**src/rtl/cpu_pkg.sv**
```systemverilog
// Shared CPU-side constants and the data-memory controller state encoding.
// Latency: n/a (package only).
// Backpressure: n/a (package only).
package cpu_pkg;

   localparam int DATA_W = 16;
   localparam int ADDR_W = 6;

   typedef enum logic [1:0] {
      IDLE      = 2'd0,
      READ_WAIT = 2'd1,
      RESP      = 2'd2
   } dmem_state_t;

endpackage : cpu_pkg

```
**src/rtl/dmem_ram.sv**
```systemverilog
// Single-port synchronous RAM, 2**ADDR_W x DATA_W, registered read, no reset.
// Latency: read data appears on o_rdata one edge after an enabled read.
// Backpressure: none; o_rdata holds until the next enabled read.
module dmem_ram #(
   parameter int DATA_W = cpu_pkg::DATA_W,
   parameter int ADDR_W = cpu_pkg::ADDR_W
) (
   input  logic              i_clock,
   input  logic              i_en,
   input  logic              i_we,
   input  logic [ADDR_W-1:0] i_addr,
   input  logic [DATA_W-1:0] i_wdata,
   output logic [DATA_W-1:0] o_rdata
);

   localparam int DEPTH = 2 ** ADDR_W;

   logic [DATA_W-1:0] r_mem [DEPTH];
   logic [DATA_W-1:0] r_rdata;

   // One access per enabled edge: write when i_we, otherwise capture read data
   always_ff @(posedge i_clock) begin
      if (i_en) begin
         if (i_we) begin
            r_mem[i_addr] <= i_wdata;
         end else begin
            r_rdata <= r_mem[i_addr];
         end
      end
   end

   assign o_rdata = r_rdata;

endmodule : dmem_ram

```
**src/rtl/data_mem_ctrl.sv**
```systemverilog
// Data-memory controller for the core's memory stage: RAM plus one MMIO debug register.
// Latency: store responds 1 edge after acceptance, load RD_LAT edges after acceptance.
// Backpressure: req_ready only in IDLE; held requests wait, nothing is queued.
module data_mem_ctrl #(
   parameter int DATA_W    = cpu_pkg::DATA_W,
   parameter int ADDR_W    = cpu_pkg::ADDR_W,
   parameter int RD_LAT    = 2,
   parameter int MMIO_ADDR = 63
) (
   input  logic              clock,
   input  logic              reset,
   input  logic              req_valid,
   output logic              req_ready,
   input  logic              req_we,
   input  logic [ADDR_W-1:0] req_addr,
   input  logic [DATA_W-1:0] req_wdata,
   output logic              rsp_valid,
   output logic [DATA_W-1:0] rsp_rdata,
   output logic [DATA_W-1:0] mmio_out
);

   import cpu_pkg::*;

   localparam int                CNT_W  = 4;
   localparam logic [CNT_W-1:0]  LD_CNT = CNT_W'(RD_LAT - 1);
   localparam logic [CNT_W-1:0]  ONE    = CNT_W'(1);
   localparam logic [ADDR_W-1:0] MMIO_A = ADDR_W'(MMIO_ADDR);

   dmem_state_t       r_state, w_state_nxt;
   logic [CNT_W-1:0]  r_cnt, w_cnt_nxt;
   logic              r_rsp_ld;     // access in flight is a load
   logic              r_rsp_mmio;   // access in flight targets the debug register
   logic [DATA_W-1:0] r_rsp_hold;   // last response value, held between pulses
   logic [DATA_W-1:0] r_mmio;
   logic              w_accept;
   logic              w_is_mmio;
   logic [DATA_W-1:0] w_ram_q;
   logic [DATA_W-1:0] w_rsp_dat;

   // Gating with reset keeps a request presented during reset from touching the RAM
   assign req_ready = (r_state == IDLE) && reset;
   assign w_accept  = req_valid && req_ready;
   assign w_is_mmio = (req_addr == MMIO_A);

   dmem_ram #(
      .DATA_W (DATA_W),
      .ADDR_W (ADDR_W)
   ) u_ram (
      .i_clock (clock),
      .i_en    (w_accept),
      .i_we    (req_we),
      .i_addr  (req_addr),
      .i_wdata (req_wdata),
      .o_rdata (w_ram_q)
   );

   // FSM state and wait counter
   always_ff @(posedge clock or negedge reset) begin
      if (!reset) begin
         r_state <= IDLE;
         r_cnt   <= '0;
      end else begin
         r_state <= w_state_nxt;
         r_cnt   <= w_cnt_nxt;
      end
   end

   // Next state: stores and single-cycle loads go straight to RESP, slower loads count down
   always_comb begin
      w_state_nxt = r_state;
      w_cnt_nxt   = r_cnt;
      case (r_state)
         IDLE: begin
            if (w_accept) begin
               if (req_we || (RD_LAT == 1)) begin
                  w_state_nxt = RESP;
               end else begin
                  w_state_nxt = READ_WAIT;
                  w_cnt_nxt   = LD_CNT;
               end
            end
         end
         READ_WAIT: begin
            if (r_cnt <= ONE) begin
               w_state_nxt = RESP;
               w_cnt_nxt   = '0;
            end else begin
               w_cnt_nxt = r_cnt - ONE;
            end
         end
         RESP: begin
            w_state_nxt = IDLE;
         end
         default: begin
            w_state_nxt = IDLE;
            w_cnt_nxt   = '0;
         end
      endcase
   end

   // Load data comes live from the RAM output register during RESP, held afterwards
   always_comb begin
      w_rsp_dat = r_rsp_hold;
      if ((r_state == RESP) && r_rsp_ld) begin
         w_rsp_dat = r_rsp_mmio ? r_mmio : w_ram_q;
      end
   end

   // Access attributes, held response value and the debug register
   always_ff @(posedge clock or negedge reset) begin
      if (!reset) begin
         r_rsp_ld   <= 1'b0;
         r_rsp_mmio <= 1'b0;
         r_rsp_hold <= '0;
         r_mmio     <= '0;
      end else begin
         if (w_accept) begin
            r_rsp_ld   <= !req_we;
            r_rsp_mmio <= w_is_mmio;
            if (req_we) begin
               r_rsp_hold <= req_wdata;
               if (w_is_mmio) begin
                  r_mmio <= req_wdata;
               end
            end
         end else if (r_state == RESP) begin
            r_rsp_hold <= w_rsp_dat;
         end
      end
   end

   assign rsp_valid = (r_state == RESP);
   assign rsp_rdata = w_rsp_dat;
   assign mmio_out  = r_mmio;

endmodule : data_mem_ctrl

```
**config.mk**
```make
export PLATFORM = sky130hd
export DESIGN_NAME = data_mem_ctrl
export DESIGN_NICKNAME = d
export VERILOG_FILES = /design/src/rtl/cpu_pkg.sv /design/src/rtl/dmem_ram.sv /design/src/rtl/data_mem_ctrl.sv
export SDC_FILE = /design/constraint.sdc
export NUM_CORES = 1
export LEC_CHECK = 0
export BUFFER_PORTS_ARGS = -buffer_cell sky130_fd_sc_hd__buf_2
export CORE_MARGIN = 1.5
export CORE_UTILIZATION = 35
export CTS_BUF_LIST = sky130_fd_sc_hd__clkbuf_2 sky130_fd_sc_hd__clkbuf_4 sky130_fd_sc_hd__clkbuf_8
export DETAILED_ROUTE_END_ITERATION = 7
export PLACE_DENSITY_LB_ADDON = 0.15
export REMOVE_ABC_BUFFERS = 1
export SYNTH_ARGS = -nofsm -noshare
export SYNTH_HDL_FRONTEND = slang
export SYNTH_HIERARCHICAL = 1
export SYNTH_SLANG_ARGS = --single-unit
```
**constraint.sdc**
```tcl
create_clock -name clock -period 6.5 [get_ports clock]
set_clock_uncertainty 0.05 [all_clocks]
set_input_delay 0.975 -clock clock [delete_from_list [all_inputs] [get_ports clock]]
set_output_delay 0.975 -clock clock [all_outputs]
set_load 0.1 [all_outputs]
```
==> flow_metrics.py <==
metrics = {
    "clock_tree": {
        "cts-buffers-inserted": 180,
        "ctsHoldBuffers": 0,
        "cts_setup_buffers": 0,
        "path_clk_slew_ns": 0.06,
        "worstSkewPairLatency_ns": 0.84,
        "clkSinkCount": 1080,
        "cts-resized-gates": 0,
        "cts_tree": "done",
        "cts_buffer_depth": 3,
        "h-tree-depth": 4,
        "ctsRootBufferMaster": "clkbuf_8",
    },
    "detailed_routing": {
        "drt-pass1-iter-count": 6,
        "wl_per_cell_um": 29.80,
        "vias": 24810,
        "dr.first_iter.drc_count": 2543,
        "final_antenna_net_count": 0,
        "viasPerCell": 5.608,
        "drc": 0,
        "finalWirelength_um": 131800,
    },
    "critical_path": {
        "worst-r2r-setup-slack_ns": 1.90,
        "crit_slowest_cell": "nor2_1",
        "crit_buf_inv": 2,
        "required_ns": 6.97,
        "crit_chain": "nand4bb_4, inv_1, and2_0, and2_1, nand2_1, nor2_1, buf_4",
        "reg2reg_to": "u_ram/r_mem[32][8]",
        "crit_path_start_kind": "flip-flop",
        "cp_max_fo": 25,
        "end_kind": "flip-flop",
        "path_class": "reg -> reg",
        "r2r_cells": 7,
        "r2r-start": "r_state[0]",
        "critPathMaxStageDelay_ns": 0.73,
        "arrival_ns": 5.07,
        "cp_top_family": "simple AND/OR/NAND/NOR gates",
    },
    "sta": {
        "setup-tns-final_ns": 0,
        "finalHoldViolations": 0,
        "relSlewSlack_pct": 23.57,
        "setup_viol": 0,
        "rsz0062_at_grt": "false",
        "period_minus_slack_ns": 4.600,
        "slew_violations": 0,
        "max_freq_ghz": 0.2174,
        "min_period_over_period_pct": 70.77,
        "tightest_slew_ns": 1.145,
    },
    "finish": {
        "layout_common_cells": "edfxtp_1 (1040), clkbuf_8 (184), nor2_1 (155)",
        "layout_commonest_cell": "edfxtp_1",
        "final_nets": 2688,
        "layoutNonFillerInstCount": 4423,
        "drive_gt1_share_pct": 21.57,
        "area_growth_pct": 14.53,
    },
    "floorplanning": {
        "dieArea_um2": 122700,
        "rows": 127,
        "die-width_um": 350.2,
        "die_y_um": 350.2,
        "start_util_pct": 35.22,
        "core_um2": 119800,
        "num_io_pins": 60,
    },
    "yosys": {
        "synth_seq_area_share_pct": 76.38,
        "synthAdderAreaFrac_pct": 0.05930,
        "async_flop_share_pct": 3.704,
        "synthXorXnorAreaFrac_pct": 0,
        "yosysWarnings": 6,
        "syn_area_per_cell_um2": 17.13,
        "synth_cells": 2463,
        "synth-simple-area-share_pct": 3.739,
        "synth_edf_count": 1040,
        "syn-cell-area_um2": 42200,
        "synth_flop_cell": "edfxtp_1",
        "ys_ff_latch": 1080,
        "synth_top_family_by_area": "compound AO/OA/AOI/OAI gates",
        "synth_cell_type_count": 68,
        "synth_mux_area_share_pct": 6.384,
        "synth_compound_gate_area_share_pct": 11.26,
    },
    "global_route": {
        "grt_max_degree": 78,
        "antenna_found_initial": 5,
        "grtUsageTotal_pct": 21.30,
        "grt_pass1_vias": 24590,
        "grt-ovfl-total": 0,
        "grt_pass1_wl_um": 185800,
    },
    "pwr": {
        "ir_drop_mv": 0.2841,
        "power_density_nw_per_um2": 317.6,
        "power_frac_seq_pct": 50.9,
        "p_comb_share_pct": 11.2,
        "clkPwrFrac_pct": 37.9,
        "leakage_uw": 0.01573,
        "power.switching_uw": 4125,
        "power_uw": 15350,
        "swShare_pct": 26.87,
        "internal-power_uw": 11230,
    },
    "status": {
        "status": "finished, final reports clean",
    },
    "placed_design": {
        "gp_congestion": 0.8384,
        "portBuffers": 59,
        "placed_cells": 4090,
        "hpwl_um": 77450,
    },
    "job": {
        "max-cap-violations": 0,
    },
    "worst_hold_path": {
        "hold_class": "in -> async",
    },
}
Yosys cell counts, types with 7 or more instances:
| cell | number | area, um^2 |
|---|---|---|
| mux2i_1 | 109 | 1091 |
| buf_1 | 30 | 112.6 |
| a2bb2oi_1 | 20 | 175.2 |
| nor2_1 | 158 | 593.1 |
| nor2b_1 | 11 | 68.82 |
| a22oi_1 | 93 | 698.2 |
| a221oi_1 | 122 | 1069 |
| nor3_1 | 29 | 145.1 |
| inv_1 | 8 | 30.03 |
| mux2_2 | 63 | 709.4 |
| o21a_1 | 7 | 52.55 |
| a21oi_1 | 70 | 350.3 |
| nand3_1 | 22 | 110.1 |
| a22o_1 | 64 | 560.5 |
| edfxtp_1 | 1040 | 31230 |
| a221o_1 | 25 | 250.2 |
| o21ai_0 | 63 | 315.3 |
| a31oi_1 | 8 | 50.05 |
| nand4_1 | 10 | 62.56 |
| buf_4 | 11 | 82.58 |
| a211oi_1 | 7 | 52.55 |
| dfrtp_1 | 40 | 1001 |
| o32a_1 | 16 | 160.2 |
| mux4_2 | 28 | 630.6 |
| nand2b_1 | 7 | 43.79 |
| o2bb2ai_1 | 8 | 70.07 |
| mux2_4 | 16 | 240.2 |
| o22ai_1 | 46 | 287.8 |
| buf_6 | 7 | 78.83 |
| nand2_1 | 72 | 270.3 |
| or4_1 | 13 | 97.59 |
| buf_2 | 75 | 375.4 |
| o211ai_1 | 14 | 105.1 |
| clkbuf_1 | 64 | 240.2 |
| o221ai_1 | 10 | 87.58 |
| a222oi_1 | 18 | 180.2 |
layer usage:
| metal | routed length [um] | global-route usage, % |
|---|---|---|
| met4 | 3024 | 5.902 |
| met2 | 62830 | 34.39 |
| met1 | 57670 | 29.61 |
| met3 | 8287 | 3.722 |
| met5 | 0 | 0 |
per-stage QoR:
stage / util, % / cell area [um^2] / hold WS [ns] / worst slack [ns]
final: 40.34 / 48330 / 0.2106 / 1.900
after global routing: 40.32 / 48310 / 0.2209 / 1.697
after CTS: 40.32 / 48310 / 0.1539 / 2.113
after detailed placement: 37.43 / 44840 / 0.4375 / 1.797
after global placement: 37.40 / 44820 / 0.4307 / 1.087
after floorplan: - / 41310 / 0.4210 / 0.8536
state kept, by name (all words and copies together), names as in the netlist:
name and count:
r_rsp_mmio 1, u_ram/o_rdata 16, r_state 2, r_rsp_ld 1
r_cnt 4, mmio_out 16, u_ram/r_mem 1024, r_rsp_hold 16
worst reg2reg max path, cell delays in order, from the launching register on:
cell and delay (ns):
dfrtp_1 0.71, nand4bb_4 0.66, inv_1 0.28, and2_0 0.65, and2_1 0.27, nand2_1 0.58, nor2_1 0.74, buf_4 0.33
cell type report:
| class | count | area [um^2] |
|---|---|---|
| Antenna cell | 6 | 15.01 |
| Clock buffer | 252 | 3037 |
| Clock inverter | 75 | 430.4 |
| Fill cell | 10970 | 71490 |
| Inverter | 8 | 30.03 |
| Multi-Input combinational cell | 1188 | 9116 |
| Sequential cell | 1080 | 32230 |
| Tap cell | 1612 | 2017 |
| Timing Repair Buffer | 202 | 1450 |
cell families (layout without fill, tap and decap cells):
kind of cell               count (synthesis)  count (layout)
other                                      0               6
buffers and inverters                    195             537
muxes                                    218             218
AOI/OAI and AO/OA                        622             622
DFF                                     1080            1080
adders and majority gates                  2               2
and+or+nand+nor                          346             346
power by group through the flow:
stage / clock network, uW / logic [uW] / registers (uW)
2_1_floorplan: 0 / 1050 / 7960
3_3_place_gp: 0 / 1700 / 7950
3_5_place_dp: 0 / 1720 / 7960
4_1_cts: 5960 / 1730 / 7810
5_1_grt: 6260 / 1800 / 7820
6_report: 5820 / 1720 / 7810
worst max path at each step:
stage	startpoint	end	slack [ns]	depth (start not counted)
after global placement	req_addr[1]	u_ram/o_rdata[2]	1.09	8
after CTS	r_state[0]	u_ram/r_mem[32][8]	2.11	7
after detailed placement	req_addr[2]	u_ram/r_mem[36][15]	1.80	5
after global routing	r_state[0]	u_ram/r_mem[32][8]	1.70	7
after floorplan	req_addr[1]	u_ram/r_mem[0][0]	0.85	3
final	r_state[0]	u_ram/r_mem[32][8]	1.90	7
Note: power is estimated with default switching activity, not from simulation.
